### src/rtl/fir_frame_sequencer.sv
// rtl/fir_frame_sequencer.sv - frame sequencer for a clk_en-gated FIR core
// Purpose: pulls N samples from an input valid/ready stream, feeds them to the
//   FIR core one advance at a time at a programmable pace, flushes the core with
//   LATENCY zeros, drops the core's first LATENCY outputs and emits exactly N
//   outputs on an output valid/ready stream.
// Ports:
//   clk, rst                       clock, synchronous active-high reset
//   start, frame_len, busy, done   frame control / status
//   s_data, s_valid, s_ready       input sample stream
//   f_clk_en, f_xin, f_yout        FIR core enable, input, output
//   m_data, m_valid, m_ready       output sample stream
module fir_frame_sequencer #(
   parameter int DW       = 16,
   parameter int LEN_W    = 12,
   parameter int RATE_DIV = 4,
   parameter int LATENCY  = 2
) (
   input  logic             clk,
   input  logic             rst,
   input  logic             start,
   input  logic [LEN_W-1:0] frame_len,
   output logic             busy,
   output logic             done,
   input  logic [DW-1:0]    s_data,
   input  logic             s_valid,
   output logic             s_ready,
   output logic             f_clk_en,
   output logic [DW-1:0]    f_xin,
   input  logic [DW-1:0]    f_yout,
   output logic [DW-1:0]    m_data,
   output logic             m_valid,
   input  logic             m_ready
);

   localparam int CW    = LEN_W + 1;
   localparam int DIV_W = (RATE_DIV > 1) ? $clog2(RATE_DIV) : 1;
   localparam logic [CW-1:0]    LAT_C   = CW'(LATENCY);
   localparam logic [DIV_W-1:0] DIV_MAX = DIV_W'(RATE_DIV - 1);

   typedef enum logic [1:0] {S_IDLE, S_RUN, S_FLUSH, S_DONE} state_t;

   state_t            state, state_nxt;
   logic [CW-1:0]     len, in_cnt, out_cnt, fl_cnt, cap_cnt;
   logic [DIV_W-1:0]  div_cnt;
   logic              cap_pend;
   logic              tick, slot_free, start_ok, s_fire, fl_fire, out_fire;

   assign tick      = (div_cnt == '0);
   // Only one core advance may be in flight: strobe -> capture -> output handshake.
   assign slot_free = !m_valid && !f_clk_en && !cap_pend;
   assign start_ok  = (state == S_IDLE) && start && (frame_len != '0);
   assign s_fire    = s_valid && s_ready;
   assign out_fire  = m_valid && m_ready;
   assign busy      = (state != S_IDLE);

   always_comb begin
      state_nxt = state;
      s_ready   = 1'b0;
      done      = 1'b0;
      fl_fire   = 1'b0;
      case (state)
         S_IDLE: begin
            if (start_ok) state_nxt = S_RUN;
         end
         S_RUN: begin
            s_ready = tick && slot_free;
            if (s_valid && tick && slot_free && (in_cnt + CW'(1) == len))
               state_nxt = S_FLUSH;
         end
         S_FLUSH: begin
            fl_fire = tick && slot_free && (fl_cnt != LAT_C);
            // The last output is always captured in FLUSH, so its handshake ends the frame.
            if (out_fire && (out_cnt == len)) state_nxt = S_DONE;
         end
         S_DONE: begin
            done      = 1'b1;
            state_nxt = S_IDLE;
         end
         default: state_nxt = S_IDLE;
      endcase
   end

   always_ff @(posedge clk) begin
      if (rst) state <= S_IDLE;
      else     state <= state_nxt;
   end

   always_ff @(posedge clk) begin
      if (rst) begin
         len      <= '0;
         in_cnt   <= '0;
         out_cnt  <= '0;
         fl_cnt   <= '0;
         cap_cnt  <= '0;
         div_cnt  <= '0;
         cap_pend <= 1'b0;
         f_clk_en <= 1'b0;
         f_xin    <= '0;
         m_data   <= '0;
         m_valid  <= 1'b0;
      end else begin
         f_clk_en <= 1'b0;
         cap_pend <= f_clk_en;

         if ((state == S_RUN) || (state == S_FLUSH))
            div_cnt <= (div_cnt == DIV_MAX) ? '0 : div_cnt + DIV_W'(1);
         else
            div_cnt <= '0;

         if (start_ok) begin
            len     <= {1'b0, frame_len};
            in_cnt  <= '0;
            out_cnt <= '0;
            fl_cnt  <= '0;
            cap_cnt <= '0;
         end

         if (s_fire) begin
            f_xin    <= s_data;
            f_clk_en <= 1'b1;
            in_cnt   <= in_cnt + CW'(1);
         end

         if (fl_fire) begin
            f_xin    <= '0;
            f_clk_en <= 1'b1;
            fl_cnt   <= fl_cnt + CW'(1);
         end

         if (out_fire) m_valid <= 1'b0;

         // f_yout settles one edge after the strobe; the first LATENCY results
         // are pipeline fill and are dropped.
         if (cap_pend) begin
            cap_cnt <= cap_cnt + CW'(1);
            if (cap_cnt >= LAT_C) begin
               m_data  <= f_yout;
               m_valid <= 1'b1;
               out_cnt <= out_cnt + CW'(1);
            end
         end
      end
   end

endmodule

### config.mk
export PLATFORM = sky130hd
export DESIGN_NAME = fir_frame_sequencer
export DESIGN_NICKNAME = d
export VERILOG_FILES = /design/src/rtl/fir_frame_sequencer.sv
export SDC_FILE = /design/constraint.sdc
export NUM_CORES = 1
export LEC_CHECK = 0
export ABC_AREA = 1
export ABC_CLOCK_PERIOD_IN_PS = 2540
export CAP_MARGIN = 30
export CORE_MARGIN = 3
export CORE_UTILIZATION = 35
export DETAILED_ROUTE_END_ITERATION = 6
export PLACE_DENSITY = 0.61
export SETUP_SLACK_MARGIN = 0.5
export SLEW_MARGIN = 25
export SYNTH_ARGS = -nofsm -noshare
export SYNTH_HDL_FRONTEND = slang
export SYNTH_SLANG_ARGS = --single-unit
### constraint.sdc
create_clock -name clk -period 2.54 [get_ports clk]
set_clock_uncertainty 0.05 [all_clocks]
set_input_delay 0.508 -clock clk [delete_from_list [all_inputs] [get_ports clk]]
set_output_delay 0.508 -clock clk [all_outputs]
set_load 0.05 [all_outputs]
==> run summary <==
The flow ran to the end, and the final reports show no timing, DRC or antenna violations. Worst slew margin relative to its limit: 65.0%. Setup repair after global routing could not meet its margin everywhere. For this run, the number of Yosys warnings is 0. The clock tree synthesis step divided the H-tree into 3 levels. Among all flip-flop cells after synthesis, the most frequent one is sky130_fd_sc_hd__dfxtp_1.

Summed over all failing endpoints, the final setup total negative slack is 0 ns. The run gives 0 as the initial antenna violation count. Total I/O pin count: 86.

The longest clock path from root to sink contains 2 buffers. STA classifies the critical path startpoint as an input pin. The count of final setup violators is 0, and the worst slack on hold paths is 0.378 ns. Ranked by instance count, the synthesized netlist is headed by 182 x sky130_fd_sc_hd__nand2_1, 103 x sky130_fd_sc_hd__dfxtp_1, 88 x sky130_fd_sc_hd__nor2_1. For the worst-skew pair, the clock arrives at the later sink with an insertion delay of 0.35 ns. The worst-case IR drop observed on VDD is 0.538 mV. After floorplanning, the core was divided into 44 placement rows.

The tools report the number of violations reported at the end of detailed-routing iteration 0 as 358. The total area inside the core boundary comes to 14600 um2. The critical path is of the input pin to register type. Along the worst path, the maximum fanout reaches 12. Remaining antenna violation count: 0. The clock root buffer was sky130_fd_sc_hd__clkbuf_16.

The classification of the worst-slack hold path was register to register. TritonCTS built the clock tree. In the synthesized netlist the async set-or-reset flop fraction comes to 0%. The number of standard cells after synthesis came out at 754.

Dividing the detail-routed wire length by the instance count gives 13.2 um. From bottom edge to top edge, the die measures 128 um. For this design the ratio of total power to cell area is 754 nW/um2. The count of distinct cell types in the synthesized netlist was 40; the global-route congestion overflow total was 0.

The timing-limited maximum frequency is 496 MHz. For this design the static power due to leakage is 2.66 nW. The total routing usage reported by global routing is 17.0%, and the cell area after technology mapping is 5220 um2. For the post-layout worst setup margin, the log shows 0.523 ns.

The clock period could shrink to 2.02 ns. Cells fill 46.6% of the core in the end. The worst slack at placement was 0.0302 ns. The total count of max-transition violations in the final report is 0.

The run gives 4696 as the number of global-route vias before repair. The area fraction of the dominant cell type after synthesis is 39.5%, and the total DRC errors in the routed layout is 0. In the post-synthesis netlist, the biggest area contributors are sky130_fd_sc_hd__dfxtp_1 40%, sky130_fd_sc_hd__nand2_1 13%, sky130_fd_sc_hd__a21oi_1 7.0%, sky130_fd_sc_hd__nor2_1 6.3%, sky130_fd_sc_hd__nand3_1 6.0%. Relative to the synthesized area, the layout overhead comes to 30.3%. Max-cap violations in this run came to 0. For the post-detailed-placement half-perimeter wirelength, the log shows 9650 um.

The average cell area after synthesis came out at 6.92 um2. The biggest area contributor in the post-synthesis netlist is sky130_fd_sc_hd__dfxtp_1. The repair_antennas step left the layout with diodes totalling 0.

The floorplan step set the die width to 128 um. The clock-pin slew reported for the worst setup and hold paths after clock tree synthesis is 0.07 ns, and the required time of the worst setup path is 2.74 ns. The clock net in this run drives a total of 103 sinks.

The routed via count divided by cell count is 4.89. The tools report the effective utilization at floorplan as 35.8%. The count of buffers inserted at the top-level ports works out to 85. The share of cells above drive strength 1 is 10.7%, and the number of nets at the end of the flow is 904.

Clock tree synthesis inserted a total of 9 buffers. The count of final hold-check violations is 0. At the pin with the least slew margin, the transition time is 0.528 ns.

The tools report the largest net degree at the start of global routing as 38. Final critical-path share of the clock period: 79.4%. The post-synthesis net count was 816. STA classifies the critical path endpoint as a register. The synthesized design contains 103 register bits.

The pre-antenna-repair detailed-routing pass consisted of 4 iterations. The die covers 16400 um2. By instance count, the leading cell after synthesis is sky130_fd_sc_hd__nand2_1. The via count of the routed design came out at 5039. After clock tree synthesis, the flow added hold-fix buffers numbering 0. The count of flip-flops with a built-in enable after synthesis was 0; the placer's final routability congestion estimate was 0.779.

Wires add up to 13600 um. The first global-routing pass estimated 22700 um of wire. Total power for the finished layout comes to 5.13 mW. Sequential elements use 39.5% of the synthesized area. STA puts the critical path data arrival time at 2.22 ns.
==> repair_timing <==
item / 4_1_cts / 5_1_grt
setup buffers: 0 / 4
pin swaps: 2 / 10
gates resized for setup: 43 / 36
endpoints found under the setup margin: 51 / 71
==> critical path, stage by stage <==
cell	delay (ns)
sky130_fd_sc_hd__clkdlybuf4s50_1	0.51
sky130_fd_sc_hd__nor4_2	0.06
sky130_fd_sc_hd__buf_4	0.14
sky130_fd_sc_hd__nand3_1	0.08
sky130_fd_sc_hd__nand3_2	0.12
sky130_fd_sc_hd__buf_12	0.17
sky130_fd_sc_hd__a22oi_1	0.36
sky130_fd_sc_hd__nand3_1	0.13
sky130_fd_sc_hd__nand2_1	0.09
sky130_fd_sc_hd__nor2_1	0.04
==> per-layer routing <==
| metal | vias to the layer above | routed length, um | global-route usage (%) |
|---|---|---|---|
| met1 | 2280 | 6710 | 23.3 |
| met3 | 13 | 612 | 4.83 |
| met5 | - | 0 | 0 |
| met4 | 0 | 177 | 5.37 |
| li1 | 2653 | - | - |
| met2 | 93 | 6090 | 25.8 |
==> cells in the final DEF (no fill, tap or decap), types with 7 or more instances in the layout <==
master                            instances
sky130_fd_sc_hd__nand3_1                 59
sky130_fd_sc_hd__nand4_1                 10
sky130_fd_sc_hd__a21oi_1                 73
sky130_fd_sc_hd__clkdlybuf4s50_1         45
sky130_fd_sc_hd__buf_4                   14
sky130_fd_sc_hd__dfxtp_1                 98
sky130_fd_sc_hd__nand2_1                180
sky130_fd_sc_hd__inv_1                   67
sky130_fd_sc_hd__clkbuf_16                9
sky130_fd_sc_hd__nor2_2                   7
sky130_fd_sc_hd__o21ai_0                 46
sky130_fd_sc_hd__dlygate4sd2_1           34
sky130_fd_sc_hd__nor2_1                  83
sky130_fd_sc_hd__ha_1                    11
sky130_fd_sc_hd__o211ai_1                 7
==> state kept, by name (all words and copies together) (netlist names), 12 cells and up <==
signal and cells:
cap_cnt 13, m_data 16, in_cnt 13, len 12, out_cnt 13, f_xin 16, fl_cnt 13
==> metrics by stage <==
| step | cells | area (um2) |
|---|---|---|
| 2_1_floorplan | 754 | 5230 |
| 3_3_place_gp | 1011 | 6350 |
| 3_5_place_dp | 1011 | 6350 |
| 4_1_cts | 1027 | 6660 |
| 5_1_grt | 1031 | 6800 |
| 6_report | 1031 | 6800 |
==> where the power goes <==
| group | switching [mW] | total (mW) | internal (mW) |
|---|---|---|---|
| logic | 1.08 | 1.70 | 0.623 |
| clock network | 0.664 | 1.57 | 0.907 |
| registers | 0.109 | 1.86 | 1.75 |
==> logic make-up after synthesis <==
family	count (synthesis)	synth area share [%]
buf+inv	103	7.93
xor+xnor	11	2.42
flops	103	39.5
simple gates	380	32.1
compound gates	144	14.9
fa+ha+maj	13	3.12
==> area by class of cell <==
cell class,count,area [um2]
sequential,103,2070
clock buffer,10,239
clock inverter,6,97.6
inverter,76,289
timing repair buffer,104,1020
fill,1461,7780
multi-input combinational,548,2860
tap,184,230
==> final timing paths <==
check               startpoint          to  cells past startpoint  slack [ns]
hold reg to reg     div_cnt[0]  div_cnt[0]                      1        0.38
setup / recovery  frame_len[8]    state[0]                     10        0.52
hold / removal      div_cnt[0]  div_cnt[0]                      1        0.38
setup reg to reg     in_cnt[0]    state[0]                     12        0.60
Note: power is estimated with default switching activity, not from simulation.
